## src/rtl/small_buffer_arbiter_if.sv

```systemverilog
// Requester-side and buffer-side signal bundle for small_buffer_arbiter.
// The master modport is the arbiter's view; slave is the surrounding requester/buffer side.
interface small_buffer_arbiter_if #(
  parameter int N_REQ = 4,
  parameter int TW    = 2
);
  logic [N_REQ*256-1:0] req_data;
  logic [N_REQ-1:0]     req_vld;
  logic [N_REQ-1:0]     req_ready;
  logic [N_REQ*2-1:0]   req_mode;
  logic [255:0]         buf_data;
  logic                 buf_vld;
  logic                 buf_ready;
  logic [1:0]           buf_mode;
  logic                 buf_out_vld;
  logic [TW-1:0]        res_tag;
  logic                 res_last;
  logic                 err_orphan;
  logic                 busy;

  modport master (
    input  req_data, req_vld, req_mode, buf_ready, buf_out_vld,
    output req_ready, buf_data, buf_vld, buf_mode, res_tag, res_last, err_orphan, busy
  );

  modport slave (
    output req_data, req_vld, req_mode, buf_ready, buf_out_vld,
    input  req_ready, buf_data, buf_vld, buf_mode, res_tag, res_last, err_orphan, busy
  );
endinterface

```

## src/rtl/small_buffer_arbiter.sv

```systemverilog
// Round-robin batch arbiter: hands the shared buffer input to one requester for a
// whole BATCH_LEN-beat load and tags each result beat with the batch owner.
//
// state     | meaning
// IDLE      | pick next requester from rr_ptr, grant when buffer and tag FIFO allow
// STREAM    | granted requester streams straight through to the buffer
// MODE_WAIT | candidate needs another mode; wait for in-flight batches to drain
module small_buffer_arbiter #(
  parameter int N_REQ         = 4,
  parameter int TW            = 2,
  parameter int BATCH_LEN     = 16,
  parameter int OUT_PER_BATCH = 16,
  parameter int TAG_DEPTH     = 4
) (
  input logic                    clk,
  input logic                    rst,
  small_buffer_arbiter_if.master bus
);

  localparam int BW = (BATCH_LEN > 1) ? $clog2(BATCH_LEN) : 1;
  localparam int OW = (OUT_PER_BATCH > 1) ? $clog2(OUT_PER_BATCH) : 1;
  localparam int AW = (TAG_DEPTH > 1) ? $clog2(TAG_DEPTH) : 1;
  localparam int CW = AW + 1;

  typedef enum logic [1:0] {IDLE, STREAM, MODE_WAIT} state_t;

  state_t          state, state_nxt;
  logic [TW-1:0]   rr_ptr;
  logic [TW-1:0]   grant;
  logic [1:0]      mode_q;
  logic [BW-1:0]   beat_cnt;
  logic [OW-1:0]   out_cnt;
  logic            err_q;

  logic [TW-1:0]   tags [TAG_DEPTH];
  logic [AW-1:0]   wr_ptr, rd_ptr;
  logic [CW-1:0]   tag_cnt;
  logic            fifo_empty, fifo_full;

  logic            cand_found;
  logic [TW-1:0]   cand;
  logic [TW-1:0]   scan_idx;
  int              scan_sum;
  logic [1:0]      cand_mode;

  logic            grant_now, stream_done, hs, pop;

  assign fifo_empty = (tag_cnt == '0);
  assign fifo_full  = (tag_cnt == CW'(TAG_DEPTH));

  // First valid requester at or after rr_ptr; wraps explicitly so odd N_REQ works.
  always_comb begin
    cand_found = 1'b0;
    cand       = '0;
    scan_idx   = '0;
    scan_sum   = 0;
    for (int k = 0; k < N_REQ; k++) begin
      scan_sum = int'(rr_ptr) + k;
      if (scan_sum >= N_REQ) scan_sum = scan_sum - N_REQ;
      scan_idx = TW'(scan_sum);
      if (!cand_found && bus.req_vld[scan_idx]) begin
        cand_found = 1'b1;
        cand       = scan_idx;
      end
    end
  end

  assign cand_mode = bus.req_mode[{cand, 1'b0} +: 2];

  always_comb begin
    bus.buf_data  = bus.req_data[int'(grant)*256 +: 256];
    bus.buf_vld   = 1'b0;
    bus.req_ready = '0;
    if (state == STREAM) begin
      bus.buf_vld          = bus.req_vld[grant];
      bus.req_ready[grant] = bus.buf_ready;
    end
  end

  assign hs = bus.buf_vld & bus.buf_ready;

  always_comb begin
    state_nxt   = state;
    grant_now   = 1'b0;
    stream_done = 1'b0;
    case (state)
      IDLE: begin
        if (cand_found) begin
          if ((cand_mode != mode_q) && !fifo_empty) begin
            state_nxt = MODE_WAIT;
          end else if (!fifo_full && bus.buf_ready) begin
            grant_now = 1'b1;
            state_nxt = STREAM;
          end
        end
      end
      MODE_WAIT: begin
        if (fifo_empty) state_nxt = IDLE;
      end
      STREAM: begin
        if (hs && (beat_cnt == BW'(BATCH_LEN - 1))) begin
          stream_done = 1'b1;
          state_nxt   = IDLE;
        end
      end
      default: state_nxt = IDLE;
    endcase
  end

  assign bus.res_last = bus.buf_out_vld & !fifo_empty & (out_cnt == OW'(OUT_PER_BATCH - 1));
  assign pop          = bus.res_last;
  assign bus.res_tag  = tags[rd_ptr];
  assign bus.buf_mode = mode_q;
  assign bus.err_orphan = err_q;
  assign bus.busy     = (state != IDLE) || !fifo_empty;

  always_ff @(posedge clk) begin
    if (rst) begin
      state    <= IDLE;
      rr_ptr   <= '0;
      grant    <= '0;
      mode_q   <= '0;
      beat_cnt <= '0;
      out_cnt  <= '0;
      wr_ptr   <= '0;
      rd_ptr   <= '0;
      tag_cnt  <= '0;
      err_q    <= 1'b0;
    end else begin
      state <= state_nxt;

      if (grant_now) begin
        grant    <= cand;
        mode_q   <= cand_mode;
        beat_cnt <= '0;
        wr_ptr   <= wr_ptr + 1'b1;
      end else if (stream_done) begin
        beat_cnt <= '0;
      end else if (hs) begin
        beat_cnt <= beat_cnt + 1'b1;
      end

      if (stream_done) rr_ptr <= (grant == TW'(N_REQ - 1)) ? '0 : grant + 1'b1;

      if (pop) begin
        rd_ptr  <= rd_ptr + 1'b1;
        out_cnt <= '0;
      end else if (bus.buf_out_vld && !fifo_empty) begin
        out_cnt <= out_cnt + 1'b1;
      end

      case ({grant_now, pop})
        2'b10:   tag_cnt <= tag_cnt + 1'b1;
        2'b01:   tag_cnt <= tag_cnt - 1'b1;
        default: tag_cnt <= tag_cnt;
      endcase

      if (bus.buf_out_vld && fifo_empty) err_q <= 1'b1;
    end
  end

  // Tag storage needs no reset; occupancy is tracked by tag_cnt.
  always_ff @(posedge clk) begin
    if (grant_now) tags[wr_ptr] <= cand;
  end

endmodule

```

## src/flat_wrapper.sv

```systemverilog
// flat-port wrapper written by rule: the top's interface ports become plain ports
module small_buffer_arbiter_flat 
#(
  parameter int N_REQ         = 4,
  parameter int TW            = 2,
  parameter int BATCH_LEN     = 16,
  parameter int OUT_PER_BATCH = 16,
  parameter int TAG_DEPTH     = 4
)
  (clk, rst, bus_req_data, bus_req_vld, bus_req_mode, bus_buf_ready, bus_buf_out_vld, bus_req_ready, bus_buf_data, bus_buf_vld, bus_buf_mode, bus_res_tag, bus_res_last, bus_err_orphan, bus_busy);
  small_buffer_arbiter_if #(.N_REQ(N_REQ), .TW(TW)) bus_i ();
  input logic clk;
  input logic rst;
  input wire logic [$bits(bus_i.req_data)-1:0] bus_req_data;
  input wire logic [$bits(bus_i.req_vld)-1:0] bus_req_vld;
  input wire logic [$bits(bus_i.req_mode)-1:0] bus_req_mode;
  input wire logic [$bits(bus_i.buf_ready)-1:0] bus_buf_ready;
  input wire logic [$bits(bus_i.buf_out_vld)-1:0] bus_buf_out_vld;
  output wire logic [$bits(bus_i.req_ready)-1:0] bus_req_ready;
  output wire logic [$bits(bus_i.buf_data)-1:0] bus_buf_data;
  output wire logic [$bits(bus_i.buf_vld)-1:0] bus_buf_vld;
  output wire logic [$bits(bus_i.buf_mode)-1:0] bus_buf_mode;
  output wire logic [$bits(bus_i.res_tag)-1:0] bus_res_tag;
  output wire logic [$bits(bus_i.res_last)-1:0] bus_res_last;
  output wire logic [$bits(bus_i.err_orphan)-1:0] bus_err_orphan;
  output wire logic [$bits(bus_i.busy)-1:0] bus_busy;
  assign bus_i.req_data = bus_req_data;
  assign bus_i.req_vld = bus_req_vld;
  assign bus_i.req_mode = bus_req_mode;
  assign bus_i.buf_ready = bus_buf_ready;
  assign bus_i.buf_out_vld = bus_buf_out_vld;
  assign bus_req_ready = bus_i.req_ready;
  assign bus_buf_data = bus_i.buf_data;
  assign bus_buf_vld = bus_i.buf_vld;
  assign bus_buf_mode = bus_i.buf_mode;
  assign bus_res_tag = bus_i.res_tag;
  assign bus_res_last = bus_i.res_last;
  assign bus_err_orphan = bus_i.err_orphan;
  assign bus_busy = bus_i.busy;
  small_buffer_arbiter #(.N_REQ(N_REQ), .TW(TW), .BATCH_LEN(BATCH_LEN), .OUT_PER_BATCH(OUT_PER_BATCH), .TAG_DEPTH(TAG_DEPTH)) u_core (.clk(clk), .rst(rst), .bus(bus_i));
endmodule
```

## config.mk

```make
export PLATFORM = sky130hd
export DESIGN_NAME = small_buffer_arbiter_flat
export DESIGN_NICKNAME = d
export VERILOG_FILES = /design/src/rtl/small_buffer_arbiter_if.sv /design/src/rtl/small_buffer_arbiter.sv /design/src/flat_wrapper.sv
export SDC_FILE = /design/constraint.sdc
export NUM_CORES = 1
export LEC_CHECK = 0
export BUFFER_PORTS_ARGS = -buffer_cell sky130_fd_sc_hd__buf_2
export CAP_MARGIN = 15
export CELL_PAD_IN_SITES_DETAIL_PLACEMENT = 0
export CELL_PAD_IN_SITES_GLOBAL_PLACEMENT = 1
export CORE_AREA = 2 2 514 516
export CTS_BUF_LIST = sky130_fd_sc_hd__clkbuf_2
export CTS_CLUSTER_SIZE = 30
export DETAILED_ROUTE_END_ITERATION = 7
export DIE_AREA = 0 0 516 518
export GPL_ROUTABILITY_DRIVEN = 0
export PLACE_DENSITY_LB_ADDON = 0.1
export REMOVE_ABC_BUFFERS = 1
export SETUP_SLACK_MARGIN = 0.4
export SLEW_MARGIN = 0
export SYNTH_ARGS = -nofsm -noshare
export SYNTH_HDL_FRONTEND = slang
export SYNTH_SLANG_ARGS = --single-unit
```

## constraint.sdc

```tcl
create_clock -name clk -period 4.54 [get_ports clk]
set_clock_uncertainty 0.2 [all_clocks]
set_input_delay 0 -clock clk [delete_from_list [all_inputs] [get_ports clk]]
set_output_delay 0 -clock clk [all_outputs]
set_load 0.005 [all_outputs]
```

# Word-level counts from Yosys, hierarchy flattened
# Memory sizes are Yosys's and may differ from the RTL's. A register that Yosys moved wholly into a read port is not among the register bits.
# Cells that the tools add are included.
# W data, S select, Z words.
[classes]
addsub = 14
order_cmp = 10
n_eq_ne = 13
shift = 2
n_mux = 44
bitwise = 4
n_reduce_logical = 22
[op_table]
columns = ["cell", "n"]
rows = [
  ["$shiftx A1024 B11 Y256", 1],
  ["$mux W2", 16],
  ["$mux W1", 19],
  ["$lt A2 B3 Y1 const B", 5],
  ["$bmux W1 S2", 5],
  ["$ge A3 B3 Y1 const B", 3],
  ["$logic_and A1 B1 Y1", 9],
  ["$add A4 B1 Y4 const B", 2],
  ["$eq A4 B4 Y1 const B", 2],
  ["$shiftx A8 B4 Y2", 1],
  ["$sub A2 B1 Y2 const B", 4],
  ["$add A2 B1 Y2 const B", 3],
  ["$add A2 B2 Y3 const B", 2],
  ["$eq A2 B2 Y1 const B", 3],
  ["$pmux W2 S3", 1],
  ["$pmux W3 S2", 1],
  ["$logic_not A1 Y1", 5],
  ["$and A4 B4 Y4", 1],
  ["$eq A2 B1 Y1 const B", 2],
  ["$mux W4", 1],
  ["$ne A2 B1 Y1 const B", 2],
  ["$reduce_and A4 Y1", 1],
  ["$reduce_bool A2 Y1", 2],
  ["$add A2 B1 Y3 const B", 1],
  ["15 further kinds", 17],
]
[word_totals]
register_bits = 24
mem_bits_rw = 8
in_bits = 1040
output_inout_bits = 268
elab_cells = 120
memories = 1
[memory_table]
columns = ["name", "depth", "width", "read_ports", "rd_clocked_by_memory_dff", "wr", "line_no", "source"]
rows = [
  ["u_core.tags", 4, 2, 1, 1, 1, "small_buffer_arbiter.sv:35", "logic [TW-1:0] tags [TAG_DEPTH];"],
]

# Logic depth before layout (Yosys ltp)
# Gate-level depths: netlist (run 1).
[depth]
depth_word = 22
depth_mapped = 14
depth_no_buf = 13

# Worst setup path after synthesis (run 1)
# No wires, ideal clock.
[synth_timing]
kind = "reg2reg"
from = "register u_core.rr_ptr[0]"
to = "register u_core.tag_cnt[2]"
setup_ns = 0.071
arrival_time_ns = 3.251
required_ns = 4.269
path_slack_ns = 1.018
stages_incl_launch_ff = 15
n_path_buf = 1
path_cell_list = "dfxtp_1 nor2b_1 or4b_4 buf_6 a21bo_1 a32oi_4 mux2_4 nor3_4 inv_2 ha_1 inv_1 fa_1 xor2_1 or3_1 a21oi_1"
[synth_between]
elab_chain_cells = 22
word_cells_on_any_way = 47
[synth_lines]
columns = ["item", "line_no", "source"]
rows = [
  ["from (decl)", "small_buffer_arbiter.sv:28", "logic [TW-1:0] rr_ptr;"],
  ["from (signal assigned)", "small_buffer_arbiter.sv:143", "if (stream_done) rr_ptr <= (grant == TW'(N_REQ - 1)) ? '0 : grant + 1'b1;"],
  ["parallel branches: the longest is 18 deep, another holds $add A2 B1 Y3", "n/a", ""],
  ["$mux W1 *", "small_buffer_arbiter.sv:88", "if (cand_found) begin"],
  ["$mux W1 *", "small_buffer_arbiter.sv:86", "case (state)"],
  ["$eq A2 B1 Y1 / $eq A2 B2 Y1 (equally long branches)", "small_buffer_arbiter.sv:152", "case ({grant_now, pop})"],
  ["$pmux W3 S2 / $reduce_bool A2 Y1 (equally long branches)", "n/a", ""],
  ["to (signal assigned)", "small_buffer_arbiter.sv:153", "2'b10: tag_cnt <= tag_cnt + 1'b1;"],
  ["to (signal assigned)", "small_buffer_arbiter.sv:154", "2'b01: tag_cnt <= tag_cnt - 1'b1;"],
  ["to (signal assigned)", "small_buffer_arbiter.sv:155", "default: tag_cnt <= tag_cnt;"],
  ["to (decl)", "small_buffer_arbiter.sv:37", "logic [CW-1:0] tag_cnt;"],
]
# Mark *: on every way between the ends. The select of a mux whose other input is x is not followed.
# A chain may end at the register's enable or synchronous reset.

# Worst setup path after layout (run 1)
[layout_timing]
from = "register u_core.rr_ptr[0]"
to = "register u_core.mode_q[1], in the netlist u_core.bus.buf_mode[1]"
[layout_between]
elab_chain_cells = 20
word_cells_on_any_way = 43
[layout_lines]
columns = ["item", "line_no", "source"]
rows = [
  ["parallel branches: the longest is 20 deep, another holds $add A2 B1 Y3", "n/a", ""],
  ["to (signal assigned)", "small_buffer_arbiter.sv:134", "mode_q <= cand_mode;"],
  ["to (decl)", "small_buffer_arbiter.sv:30", "logic [1:0] mode_q;"],
]
# Several ways; the timed one is not identified. The select of a mux whose other input is x is not followed.

==> key figures, run 1 <==
Outcome
  • Status: complete, no violations

Critical path
  • R2R Path Start: u_core.rr_ptr[0]$_SDFFE_PP0P_
  • Crit Path Category: flop to flop
  • Worst Setup SP: u_core.rr_ptr[0]$_SDFFE_PP0P_
  • CP delay by family, top: buffers and inverters
  • Crit-path max FO: 7
  • Startpoint Class: flop
  • WP data required: 4760 ps
  • WP buf/inv: 3
  • Slowest-stage cell, CP: or4b_4
  • CP endpoint kind: flop
  • Critical path's largest stage delay: between 600 and 700 ps
  • Worst EP arrival: around 4100 ps
  • CP cell instances: nor2b_1, or4b_4, a21bo_1, a32oi_4, dlygate4sd3_1, nand4_1, dlygate4sd3_1, a21oi_1, dlygate4sd3_1
  • Worst path most repeated cell: dlygate4sd3_1

Clocking
  • H-tree depth: 2
  • Worst-Skew Late Latency: 450 ps
  • CTS Sinks: 34
  • Max Root-Sink Buffers: 2
  • Clock slew at reported path FFs: between 200 and 250 ps
  • CTS root buffer: clkbuf_2
  • Post-CTS setup buffers: 0
  • Cts bufs inserted: 5
  • CTS tree: built

Synthesis
  • Sequential-to-total area share from yosys stat: approximately a tenth
  • Yosys cell types: just under 50
  • Asr flop ratio synth: 0%
  • #FFs+latches synth: 34
  • EDFF count, synth: 8
  • Adder-cell share of the synthesized area: under 10%
  • Post-synthesis compound-gate area fraction: roughly 3.2%
  • Post-Synthesis Cells: about 500
  • Mux cell area share after synthesis: between 70% and 80%
  • Main combinational cell family by area after synthesis: multiplexers
  • Mean Syn Cell Area: 15.5 um^2
  • XOR/XNOR Fraction of Synth Area: under 10%
  • Mapped cell area: 7950 um^2
  • Synthesis Warnings: 0
  • Dominant synthesized flop cell: dfxtp_1
  • Synth Area in Simple Gates: under 10%

STA
  • Worst slew pin tran: roughly 870 ps
  • Fmax: 0.256 GHz
  • Final period utilization: 86.1%
  • Final Critical Period: 3910 ps
  • Final Hold Fails: 0
  • Worst slew margin: between 40% and 50%
  • Max Slew Vio Count: 0
  • Final Setup Violations: 0
  • RSZ-0062 raised after global routing: false
  • Smallest setup slack after layout: 629 ps

Flow run
  • Max cap viols: 0

Route
  • 1st-iter DRT viols: ~990
  • Number of remaining DRC errors: 0
  • Routed via count: about 13000
  • DRT Wirelength: about 180000 um
  • DRT antenna net count: 0
  • WL per Instance: ~33 um
  • Via/cell ratio: approximately 2.5
  • TritonRoute pass-1 iters: 5

Finish
  • # fillers: 30939
  • Most frequent cells in the layout: buf_2 (1307), mux4_2 (258), dfxtp_1 (24)
  • Area Growth Syn to Fin: 143%
  • Most common cell after layout, fill and taps aside: buf_2
  • # nets final: between 2000 and 3000
  • Layout cells sized above 1: 89.9%
  • Final non-filler cell total: between 5000 and 6000

Placed design
  • DP Cell Count: ~5300
  • DP Worst Slack: ~860 ps
  • DP HPWL: 169000 um
  • I/O Buffers: between 1000 and 1500

Hold path
  • Hold Crit Start: bus_req_mode[4]
  • Hold Crit Class: input pin to flop

Die
  • Die area: roughly 270000 um^2
  • Core ar.: ~260000 um^2
  • I/O pins: 1308
  • Die Wd: 516 um
  • Rows: 188
  • Starting Density: 3.04%
  • Die Y: 518 um

Pwr
  • Power Dens Cells: between 200 and 250 nW/um^2
  • Worst VDD drop: 0.0895 mV
  • LEAKAGE: about 0.0075 uW

GRT
  • Vias in the first global route: 13227
  • First-pass GRT wire length: 207000 um
  • Total GRT Usage: about an eighth
  • GR Overflow Total: 0
  • Largest net degree at the start of global routing: 90
  • Antenna violations before repair: 325
## power breakdown
part           switching [uW]  total, uW  internal (uW)
registers                62.8        415            352
clock network             133        224           91.2
logic                    1710       3240           1530
total                    1900       3880           1980
## cell usage after synthesis (2+ instances only)
cell / instances / share of area (%)
nor3_2: 2 / 0.25
ha_1: 11 / 1.7
or3_1: 4 / 0.31
xnor2_1: 2 / 0.22
o31ai_1: 5 / 0.47
and3_1: 6 / 0.47
mux2i_1: 5 / 0.63
nor4_1: 3 / 0.24
nor2_1: 14 / 0.66
a211oi_1: 2 / 0.19
nand3_1: 7 / 0.44
nand4_1: 8 / 0.63
clkbuf_1: 26 / 1.2
mux4_2: 258 / 73
buf_1: 35 / 1.7
a21oi_1: 11 / 0.69
a21bo_1: 2 / 0.25
nor3_1: 7 / 0.44
edfxtp_1: 8 / 3.0
xor2_1: 9 / 0.99
inv_1: 7 / 0.33
o21ai_0: 5 / 0.31
a221oi_1: 2 / 0.22
mux2_4: 2 / 0.38
nor3b_1: 2 / 0.19
dfxtp_1: 26 / 6.5
nor2b_1: 4 / 0.31
nand2b_1: 2 / 0.16
buf_2: 2 / 0.13
nand2_1: 10 / 0.47
and2_1: 7 / 0.55
## logic make-up after synthesis
family | Yosys count
buf+inv | 73
compound gates | 33
flops | 34
simple gates | 83
mux | 266
xor+xnor | 11
fa+ha+maj | 12
## worst paths after layout
| path | to | slack [ps] | cells after the start |
|---|---|---|---|
| max | u_core.bus.buf_mode[1]$_SDFFE_PP0P_ | 630 | 9 |
| min | u_core.wr_ptr[1]$_SDFFE_PP0P_ | 90 | 6 |
| max reg2reg | u_core.bus.buf_mode[1]$_SDFFE_PP0P_ | 630 | 9 |
| min reg2reg | u_core.out_cnt[3]$_SDFFE_PP0P_ | 310 | 2 |
## metrics by stage
stage               total power [uW]  util (%)  setup TNS, ps  hold WS, ps  cell area [um^2]
finish                          3880      7.39              0         90.9             19300
global route                    4150      7.33              0         46.8             19200
CTS                             4040      7.31              0         3.12             19100
detailed placement              3760      7.23              0          126             18900
global placement                3800      7.23              0          123             18900
floorplan                       2240         -       -1910800         -138              7690
## sequential cells by signal, indices dropped and copies added, names as in the netlist, named ones only
| register | cells |
|---|---|
| u_core.tags | 8 |
| u_core.out_cnt | 4 |
| u_core.bus.buf_mode | 2 |
| u_core.rd_ptr | 2 |
| u_core.state | 2 |
| u_core.tag_cnt | 3 |
| u_core.grant | 2 |
| u_core.beat_cnt | 4 |
| u_core.wr_ptr | 2 |
| u_core.rr_ptr | 2 |
| u_core.bus.err_orphan | 1 |
## final cells by class
type                            count  area (um^2)  area share, %
Antenna cell                       81          203           1.05
Multi-Input combinational cell    405         6920           35.8
Tap cell                         3515         4400           22.7
Sequential cell                    34          768           3.97
Clock inverter                      3         40.0          0.207
Clock buffer                        5         25.0          0.129
Timing Repair Buffer             1347         6950           35.9
Inverter                            8         30.0          0.155
## what timing repair did
action | in CTS | in global routing
hold buffers | 14 | 0
setup endpoints to repair | 0 | 2
gates resized for setup | 0 | 4
hold endpoints to repair | 25 | 0
## metal layers
| layer | GRT usage (%) | part of all wire [%] | up-vias | wire length, um |
|---|---|---|---|---|
| li1 | - | - | 5078 | - |
| met1 | 14.3 | 37 | 6436 | 66600 |
| met2 | 21.9 | 48 | 1256 | 84800 |
| met3 | 6.71 | 13 | 419 | 23200 |
| met4 | 0.620 | 1.4 | 154 | 2480 |
| met5 | 0 | 0.57 | - | 1020 |
## worst min-delay path: stages
cell     delay [ps]
buf_2           110
nand3_2          70
a32oi_4         140
mux2i_2         220
nand4_1         130
a21oi_1          50
Power figures use the tool's default switching activity.
==> run 2: changes to the inputs <==
--- a/config.mk
+++ b/config.mk
@@ -9,11 +9,11 @@
 export CAP_MARGIN = 15
 export CELL_PAD_IN_SITES_DETAIL_PLACEMENT = 0
 export CELL_PAD_IN_SITES_GLOBAL_PLACEMENT = 1
-export CORE_AREA = 2 2 514 516
+export CORE_AREA = 2 2 513 515
 export CTS_BUF_LIST = sky130_fd_sc_hd__clkbuf_2
 export CTS_CLUSTER_SIZE = 30
 export DETAILED_ROUTE_END_ITERATION = 7
-export DIE_AREA = 0 0 516 518
+export DIE_AREA = 0 0 515 517
 export GPL_ROUTABILITY_DRIVEN = 0
 export PLACE_DENSITY_LB_ADDON = 0.1
 export REMOVE_ABC_BUFFERS = 1
==> constraint.sdc (replaced) <==
create_clock -name clk -period 3.54 [get_ports clk]
set_clock_uncertainty 0.2 [all_clocks]
set_input_delay 0 -clock clk [delete_from_list [all_inputs] [get_ports clk]]
set_output_delay 0 -clock clk [all_outputs]
set_load 0.005 [all_outputs]
==> key figures, run 2 (synthesized netlist as in run 1, its figures left out) <==
Outcome
  • Status: complete, no violations

Clocking
  • H-tree depth: 2
  • CTS root buffer: clkbuf_2
  • Max Root-Sink Buffers: 2
  • CTS tree: built
  • Clock slew at reported path FFs: 210 ps
  • CTS Sinks: 34
  • Worst-Skew Late Latency: about 460 ps
  • Cts bufs inserted: 5

STA
  • Final Setup Violations: 0
  • RSZ-0062 raised after global routing: true
  • Final Critical Period: approximately 3200 ps
  • Hold_ws: 87.8 ps
  • Fmax: about 0.31 GHz
  • Worst slew margin: between 40% and 50%
  • Final period utilization: between 90% and 100%
  • Max Slew Vio Count: 0
  • Smallest setup slack after layout: 349 ps
  • Final Hold Fails: 0
  • Worst slew pin tran: just under 900 ps

Route
  • Met2 Wirelength: approximately 85000 um
  • Top Metal Used: met5
  • DRT Wirelength: around 180000 um
  • Number of remaining DRC errors: 0
  • WL per Instance: 33.4 um
  • Routed via count: around 13000
  • 1st-iter DRT viols: about 850
  • DRT antenna net count: 0
  • Met3 Wirelength: 23100 um
  • Met1 wire length: 66700 um
  • Via/cell ratio: roughly 2.5
  • TritonRoute pass-1 iters: 4

Finish
  • Largest regs: u_core.tags (8), u_core.beat_cnt (4), u_core.out_cnt (4)
  • Area Growth Syn to Fin: 145%
  • Layout cells sized above 1: approximately nine tenths
  • # nets final: 2870
  • Largest Register: u_core.tags
  • Most frequent cells in the layout: buf_2 (1307), mux4_2 (258), buf_4 (36)
  • Final non-filler cell total: 5331
  • # fillers: about 31000
  • Largest register FFs: 8
  • Fin util: under 10%
  • Most common cell after layout, fill and taps aside: buf_2

Die
  • Core ar.: 261000 um^2
  • I/O pins: between 1000 and 1500
  • Die Wd: between 500 and 600 um
  • Die Y: between 500 and 600 um
  • Rows: 188
  • Starting Density: 3.04%
  • Die area: between 200000 and 300000 um^2

Placed design
  • I/O Buffers: 1307
  • DP Worst Slack: 154 ps
  • DP Cell Count: approximately 5200
  • DP HPWL: 169000 um

GRT
  • GR Overflow Total: 0
  • First-pass GRT wire length: approximately 200000 um
  • Vias in the first global route: roughly 13000
  • Total GRT Usage: between 10% and 20%
  • Largest net degree at the start of global routing: 103
  • Antenna violations before repair: 324

Critical path
  • Startpoint Class: flop
  • Worst Setup SP: u_core.rr_ptr[1]$_SDFFE_PP0P_
  • Crit-path max FO: 6
  • Crit Path Category: flop to flop
  • R2R Path Start: u_core.rr_ptr[1]$_SDFFE_PP0P_
  • CP endpoint kind: flop
  • WP data required: between 3000 and 4000 ps
  • Worst EP arrival: approximately 3400 ps

Pwr
  • Power Dens Cells: between 200 and 300 nW/um^2
  • Tot Pwr: between 5000 and 6000 uW
  • Worst VDD drop: roughly 0.15 mV
  • Combinational power share: ~83%
  • Sw Ratio: roughly 47%
  • Clock share of power: around 7.0%
  • Internal: 2680 uW
  • Part of the power in registers: 10.0%
  • LEAKAGE: ~0.0076 uW
  • NetSw: ~2400 uW

Hold path
  • Hold Crit Start: bus_req_vld[1]
  • Hold Crit Class: input pin to flop

Flow run
  • Max cap viols: 0
-- run 2: changes by cell type in the layout (fill, tap and decap cells not counted), sizes merged --
cell	change
diode	+11
bufinv	+1
clkinv	-1
dlygate4sd3	-3
buf	+20
-- run 2: repair_timing --
action | in CTS | in global routing
hold endpoints to repair | 28 | 0
setup endpoints to repair | 3 | 4
hold buffers | 11 | 0
pin swaps | 9 | 9
gates cloned | 0 | 0
resized for setup | 10 | 8
setup buffers | 5 | 2
-- run 2: worst max-delay path, stage by stage (launching register included) --
cell and delay [ps]:
dfxtp_2 400, or4_4 580, a21bo_1 240, a32oi_4 210, mux2_4 350, nor3_4 190, inv_2 80, ha_4 160
inv_2 50, fa_2 180, xor2_1 70, or3_1 300, a21oi_1 130
-- run 2: worst paths after layout --
check / end / slack, ps / cells after the start
max reg2reg: u_core.tag_cnt[2]$_SDFFE_PP0P_ / 350 / 12
min: u_core.grant[0]$_SDFFE_PP0P_ / 90 / 5
min reg2reg: u_core.out_cnt[3]$_SDFFE_PP0P_ / 310 / 2
max: u_core.tag_cnt[2]$_SDFFE_PP0P_ / 350 / 12
-- run 2: routing by layer --
layer	global-route usage [%]	up-vias
met2	21.6	1209
met5	0	-
li1	-	5124
met1	14.2	6348
met4	1.08	150
met3	7.00	402
-- run 2: stage by stage --
step	instance area (um^2)	setup TNS, ps
finish	19500	0
global route	19300	0
CTS	19200	0
detailed placement	18900	0
global placement	18900	0
floorplan	7690	-2180800
-- run 2: layout make-up --
type / instances / area [um^2] / area share, %
clock inverter: 3 / 63.8 / 0.328
multi-input combinational: 405 / 6960 / 35.7
timing repair buffer: 1364 / 7110 / 36.5
tap: 3420 / 4280 / 22.0
antenna: 92 / 230 / 1.18
inverter: 8 / 30.0 / 0.154
clock buffer: 5 / 25.0 / 0.129
sequential: 34 / 773 / 3.97
-- run 2: power groups by stage --
stage	clock network, uW	registers (uW)	logic [uW]
floorplan	0	803	2060
global placement	0	526	4360
detailed placement	0	520	4320
CTS	382	513	4400
global route	390	521	4550
finish	358	508	4230
